===== src/rtl/reg_file_sb.sv =====
// Register file with per-register pending-write scoreboard, write-to-read bypass
// and a one-register-per-cycle clear sweep (storage has a single write port).
module reg_file_sb #(
    parameter int unsigned DATA_W   = 16,
    parameter int unsigned ADDR_W   = 4,
    parameter bit          ZERO_REG = 1'b0,
    parameter bit          BYPASS   = 1'b1
) (
    input  logic              clk,
    input  logic              rst,
    input  logic [ADDR_W-1:0] addr_a,
    input  logic [ADDR_W-1:0] addr_b,
    output logic [DATA_W-1:0] data_a,
    output logic [DATA_W-1:0] data_b,
    output logic              busy_a,
    output logic              busy_b,
    input  logic              w_en,
    input  logic [ADDR_W-1:0] addr_c,
    input  logic [DATA_W-1:0] data_c,
    input  logic              rsv_en,
    input  logic [ADDR_W-1:0] rsv_addr,
    input  logic              clr,
    output logic              ready
);
    localparam int unsigned N = 2 ** ADDR_W;

    typedef enum logic {SWEEP = 1'b0, RUN = 1'b1} state_t;

    state_t              state, state_nx;
    logic [ADDR_W-1:0]   cnt, cnt_nx;
    logic [DATA_W-1:0]   mem [N];
    logic [N-1:0]        pend;

    logic                run;
    logic                wr_eff, rsv_eff;
    logic                mem_we;
    logic [ADDR_W-1:0]   mem_wa;
    logic [DATA_W-1:0]   mem_wd;
    logic                zero_a, zero_b, hit_a, hit_b;

    // State and sweep counter
    always_ff @(posedge clk or posedge rst) begin
        if (rst) begin
            state <= SWEEP;
            cnt   <= '0;
        end else begin
            state <= state_nx;
            cnt   <= cnt_nx;
        end
    end

    always_comb begin
        state_nx = state;
        cnt_nx   = cnt;
        case (state)
            SWEEP: begin
                if (cnt == ADDR_W'(N - 1)) begin
                    state_nx = RUN;
                    cnt_nx   = '0;
                end else begin
                    cnt_nx = cnt + ADDR_W'(1);
                end
            end
            RUN: begin
                if (clr) begin
                    state_nx = SWEEP;
                    cnt_nx   = '0;
                end
            end
            default: begin
                state_nx = SWEEP;
                cnt_nx   = '0;
            end
        endcase
    end

    assign run     = (state == RUN);
    assign ready   = run;
    assign wr_eff  = run & ~clr & w_en   & ~(ZERO_REG & (addr_c   == '0));
    assign rsv_eff = run & ~clr & rsv_en & ~(ZERO_REG & (rsv_addr == '0));

    // Single write port shared between the sweep and writeback
    assign mem_we = ~run | wr_eff;
    assign mem_wa = run ? addr_c : cnt;
    assign mem_wd = run ? data_c : '0;

    always_ff @(posedge clk) begin
        if (mem_we) mem[mem_wa] <= mem_wd;
    end

    // Scoreboard: a reservation on the same edge as a writeback wins
    always_ff @(posedge clk or posedge rst) begin
        if (rst) begin
            pend <= '0;
        end else if (!run) begin
            pend[cnt] <= 1'b0;
        end else begin
            if (wr_eff)  pend[addr_c]   <= 1'b0;
            if (rsv_eff) pend[rsv_addr] <= 1'b1;
        end
    end

    assign zero_a = ZERO_REG & (addr_a == '0);
    assign zero_b = ZERO_REG & (addr_b == '0);
    assign hit_a  = BYPASS & wr_eff & (addr_c == addr_a);
    assign hit_b  = BYPASS & wr_eff & (addr_c == addr_b);

    assign data_a = (!run || zero_a) ? '0 : (hit_a ? data_c : mem[addr_a]);
    assign data_b = (!run || zero_b) ? '0 : (hit_b ? data_c : mem[addr_b]);
    assign busy_a = run & ~zero_a & ~hit_a & pend[addr_a];
    assign busy_b = run & ~zero_b & ~hit_b & pend[addr_b];
endmodule


===== config.mk =====
export PLATFORM = sky130hd
export DESIGN_NAME = reg_file_sb
export DESIGN_NICKNAME = d
export VERILOG_FILES = /design/src/rtl/reg_file_sb.sv
export SDC_FILE = /design/constraint.sdc
export NUM_CORES = 1
export LEC_CHECK = 0
export ABC_AREA = 1
export CORE_MARGIN = 8
export CORE_UTILIZATION = 55
export DETAILED_ROUTE_END_ITERATION = 6
export PLACE_DENSITY = 0.82
export SLEW_MARGIN = 15
export SYNTH_ARGS = -nofsm -noshare
export SYNTH_HDL_FRONTEND = slang
export SYNTH_SLANG_ARGS = --single-unit

===== constraint.sdc =====
create_clock -name clk -period 2.55 [get_ports clk]
set_clock_uncertainty 0.2 [all_clocks]
set_input_delay 0.3825 -clock clk [delete_from_list [all_inputs] [get_ports clk]]
set_output_delay 0.3825 -clock clk [all_outputs]
set_load 0.02 [all_outputs]

======== After elaboration in Yosys (flattened, before gate mapping) ========
Memory sizes are Yosys's and may differ from the RTL's.
Cells that the tools add are included.
word-level totals
  bits in registers ....................... 21
  memory bits (writable) .................. 256
  input port bits ......................... 37
  memories kept ........................... 1
memories
  memory  words  width  rd ports  clocked after Yosys merged registers in  write ports  line  RTL
  mem     16     16     2         0                                        1            31    logic [DATA_W-1:0] mem [N];
operators by class
  add/sub/neg operators ................... 1
  magnitude comparators ................... 8
  eq/ne operators ......................... 4
  mux-type cells .......................... 28
  bitwise gates (word level) .............. 19
  reductions and logical operators ........ 3
operators by type and width
  operator                                                    count
  2-to-1 mux 16 bit                                           9
  bitwise AND 16 bit                                          2
  inverter 16 bit                                             2
  less-than comparator 4 x 5 -> 1 bit, second input constant  5
  bitwise OR 16 bit                                           1
  demux 1 bit (select 4 bit)                                  3
  >= comparator 4 x 1 -> 1 bit, second input constant         3
  2-to-1 mux 4 bit                                            3
  bitwise AND 1 bit                                           9
  2-to-1 mux 1 bit                                            9
  binary-select mux 1 bit (select 4 bit)                      2
  equality test 4 bit                                         2
  case mux 4 bit (2 select lines)                             1
  adder 4 x 1 -> 4 bit, second input constant                 1
  equality test 4 bit, second input constant                  1
  inverter 1 bit                                              4
  logical AND 1 bit                                           3
  inequality test 2 bit, second input constant                1
  case mux 1 bit (2 select lines)                             1
  bitwise OR 1 bit                                            1

======== Longest topological paths before layout ========
  word-level depth ........................ 11
  gate-level depth with buffers ........... 11
  mapped depth without buffers ............ 9

======== Worst setup path after synthesis ========
Ideal clock, no wire load.
  path type ............................... reg-to-reg
  start point ............................. register state, in the netlist ready
  end point ............................... memory mem[13][0] (enable)
  arrival ................................. 1951 ps
  data required time ...................... 1962 ps
  setup slack ............................. 10 ps
  cell stages (with the launch flop) ...... 8
  buffers on the path ..................... 2
  period minus slack after synthesis ...... 2540 ps
  cell sequence ........................... dfrtp_1 -> buf_6 -> inv_4 -> buf_2 -> nor2_1 -> a21oi_1 -> nand2_1 -> nor2_1
on the way
  longest elaborated chain between the ends .. 5
  elaborated cells on any way between the ends .. 7
  classes of those cells .................. mux: 3; bitwise: 4
RTL lines
  what                                    line  RTL
  from (decl)                             29    state_t state, state_nx;
  from (signal assigned)                  47    state <= state_nx;
  bitwise AND 1 bit (2 in series)         79    assign wr_eff = run & ~clr & w_en & ~(ZERO_REG & (addr_c == '0));
  bitwise OR 1 bit                        83    assign mem_we = ~run | wr_eff;
  2-to-1 mux 1 bit                        88    if (mem_we) mem[mem_wa] <= mem_wd;
  2-to-1 mux 1 bit (implied by the code)  88
  to (decl)                               31
Several ways; a longest one is shown, not always the timed one.

======== Final worst setup path ========
  start point ............................. register state, in the netlist ready
  end point ............................... output port data_b[6]
on the way
  longest elaborated chain between the ends .. 5
RTL lines
  what                             line  RTL
  bitwise AND 1 bit (2 in series)  79
  bitwise AND 1 bit                106   assign hit_b = BYPASS & wr_eff & (addr_c == addr_b);
  2-to-1 mux 16 bit                109   assign data_b = (!run || zero_b) ? '0 : (hit_b ? data_c : mem[addr_b]);
  2-to-1 mux 16 bit (*)            109
  to (decl)                        14    output logic [DATA_W-1:0] data_b,
Mark *: on every way between the ends. The rest lies on a longest branch, timed or not.

==> summary.md <==
| Metric | Value |
|---|---|
| Clock transition at the registers of the reported paths | 0.06 ns |
| Routed vias | around 16000 |
| Final Max Slew Viols | 0 |
| IR drop worst, VDD | around 530 uV |
| Leakage power | 9.12 nW |
| Synth warnings | 0 |
| H-Tree Depth | 1 |
| Post-synthesis cell type count | 30 |
| Post-Route WL | between 50 and 60 mm |
| Clock root buffer | clkbuf_16 |
| Sum of buffers and inverters on the critical path | 4 |
| Family with the most delay on the worst path | simple AND/OR/NAND/NOR gates |
| Final Cell Area | 0.0193 sq mm |
| Initial Utilization | 55.5% |
| HPWL after DPL | 34.1 mm |
| TritonCTS clock tree | yes |
| P per Cell Area | 893 mW/mm^2 |
| Drt initial violations | about 2300 |
| DR vias/cell | 6.14 |
| Antenna-violating nets left | 0 |
| Die Footprint | 0.0344 sq mm |
| Initial antenna violation count | 1 |
| Final setup fails | 34 |
| Fin worst setup slack | -0.254 ns |
| Fmax | 357 MHz |
| Worst Path Arrival | 2.22 ns |
| CTS max path bufs | 3 |
| Wire per inst | ~22 um |
| CP max FO | 7 |
| Layout Utilization | 68.0% |
| GR Overflow Total | 0 |
| Critical path launch point type | flip-flop |
| Clk_lat worst skew | 0.55 ns |
| Drt pass-1 iters | 6 |
| Slew Limit Headroom | roughly three fifths |
| Violated checks | setup timing |
| Total GRT Usage | between 30% and 40% |
| Nets | 2184 |
| Critical Path Max Stage Delay | approximately 0.4 ns |
| Synth Instances | 2027 |
| Largest net degree at the start of global routing | 46 |
| Footprint of the multi-input gates | 0.00609 sq mm |
| Power, Total | between 15 and 20 mW |
| Slowest CP cell | dfrtp_1 |
| Period minus WS final | approximately 2.8 ns |
| P&R area growth vs syn | 22.5% |
| TritonCTS Buffers | 30 |
| Syn_area_per_cell | 7.79 sq um |
| Die H | around 190 um |
| Max-cap violations | 0 |
| Worst EP required | 1.97 ns |
| Hold Violations, Final | 0 |
| Clk sinks | 277 |
| Pre-CTS WS | -0.630 ns |
| Tightest Hold Check Type | flip-flop to flip-flop |
| Worst-Margin Slew | 0.574 ns |
| Die X | approximately 190 um |
| Final Cycle Share | 110% |
| First-pass GRT wire length | 83.3 mm |
| Fillers | 2100 |
| Input/output buffers | 71 |
| Number of I/O pins | 72 |
| Area post-placement | approximately 0.018 sq mm |
| Vias in the first global route | ~15000 |
| Register area | 0.00821 sq mm |
| Status | finished, violations left |
| Global placer's final weighted congestion | approximately 0.96 |
| Critical path type | flip-flop to primary output |
| Synth Cell Area | approximately 0.016 sq mm |
| Crit-path most repeated cell | nand2_4 |
| Worst-path cell chain | inv_4 > nor2_8 > nand2_4 > nor2_4 > nand3b_4 > nand2_8 > buf_12 > nand2_4 > nand2_2 > inv_2 > buf_6 |
| Hold WS | between 0.3 and 0.4 ns |
| Core ar. | 0.0285 sq mm |
| Rows | 62 |
| RSZ-0062 raised after global routing | true |
| CP Capture Type | primary output |
| Post-synthesis sequential area ratio | 52.0% |
| Syn_nets | 2068 |
| Share of layout cells above drive strength 1 | 15.0% |
| Flop and latch count out of synthesis | 277 |
| DRC violations left | 0 |
==> Yosys cell counts <==
cell type	n	share of area, %
nand2_1	652	15
nand3_1	513	16
inv_1	330	7.8
edfxtp_1	256	49
buf_2	57	1.8
clkbuf_1	39	0.93
nor2_1	36	0.86
o21ai_0	26	0.82
buf_1	22	0.52
dfrtp_1	21	3.3
a21oi_1	16	0.51
o22ai_1	8	0.32
o31ai_1	8	0.38
xor2_1	6	0.33
inv_2	5	0.12
nor3_1	5	0.16
ha_1	4	0.32
a22oi_1	3	0.14
buf_6	3	0.21
clkinv_1	3	0.071
nand2_4	3	0.21
nor2_2	2	0.079
o21ai_1	2	0.063
inv_4	1	0.040
nand3_4	1	0.11
nand3b_4	1	0.13
nor2_8	1	0.13
nor4_1	1	0.040
or2_2	1	0.040
xnor2_1	1	0.055
==> worst min-delay path: cells and delay by family (launching register included) <==
family	cells	cell delay, ns
AND/OR/NAND/NOR	2	0.12
flip-flops	1	0.38
==> power by group <==
part	switching [mW]	leakage (nW)	internal, mW
sequential	0.342	2.67	6.42
clock	1.78	0.448	2.35
combinational	4.27	6.00	2.13
==> what timing repair did <==
action / 4_1_cts / 5_1_grt
hold buffers: 1 / 0
gates cloned: 1 / 0
setup buffers: 17 / 7
gates resized for setup: 268 / 68
hold endpoints to repair: 21 / 0
endpoints found under the setup margin: 35 / 162
pin swaps: 38 / 24
==> cells by family (layout without fill, tap and decap cells) <==
group                      count (synthesis)  in the layout  synth area share (%)
and+or+nand+nor                         1216           1217                  33.5
buffers and inverters                    460            597                  11.5
DFF                                      277            277                  52.0
AOI/OAI and AO/OA                         63             63                  2.23
xor gates and xnor gates                   7              7                 0.388
adders and majority gates                  4              4                 0.317
other                                      0              1                     0
==> stage by stage <==
| stage | cells | TNS (ns) |
|---|---|---|
| CTS | 2544 | -4.55 |
| finish | 2550 | -5.91 |
| floorplan | 2027 | 0 |
| global route | 2549 | -7.60 |
| detailed placement | 2472 | -27.48 |
| global placement | 2472 | -22.86 |
==> layout make-up <==
type	instances	area share, %
Multi-Input combinational cell	1291	31.5
Sequential cell	277	42.4
Antenna cell	1	0.0129
Clock buffer	39	4.05
Tap cell	384	2.48
Inverter	339	6.62
Clock inverter	15	0.666
Timing Repair Buffer	204	12.3
==> cells in the final DEF (no fill, tap or decap), drive strengths merged, types with 2 or more instances in the layout <==
cell type	n
a21oi	16
a22oi	3
buf	171
bufinv	2
clkbuf	39
clkdlybuf4s50	29
clkinv	16
dfrtp	21
dlygate4sd2	3
edfxtp	256
ha	4
inv	336
nand2	656
nand3	514
nor2	39
nor3	5
o21ai	28
o22ai	8
o31ai	8
xor2	6
==> routing by layer <==
layer	wire [um]	track usage, %	vias up
met5	13	0	-
met3	7940	6.26	373
met4	4250	21.2	2
met2	24800	49.5	1393
met1	18600	39.3	7101
li1	-	-	6780
==> worst paths after layout <==
path | start | end | slack (ns) | cells after the start
min in group asynchronous | rst | pend[0]$_DFF_PP0_ | 0.52 | 4
max in group asynchronous | rst | pend[14]$_DFF_PP0_ | 1.40 | 4
min | pend[15]$_DFF_PP0_ | pend[15]$_DFF_PP0_ | 0.32 | 2
min reg2reg | pend[15]$_DFF_PP0_ | pend[15]$_DFF_PP0_ | 0.32 | 2
max | ready$_DFF_PP0_ | data_b[6] | -0.25 | 11
max reg2reg | ready$_DFF_PP0_ | mem[2][7]$_DFFE_PP_ | 0.07 | 10
==> flip-flops by register name, summed over array words and instances, names as in the netlist <==
name	cells
cnt	4
mem	256
pend	16
ready	1
Power figures use the tool's default switching activity.
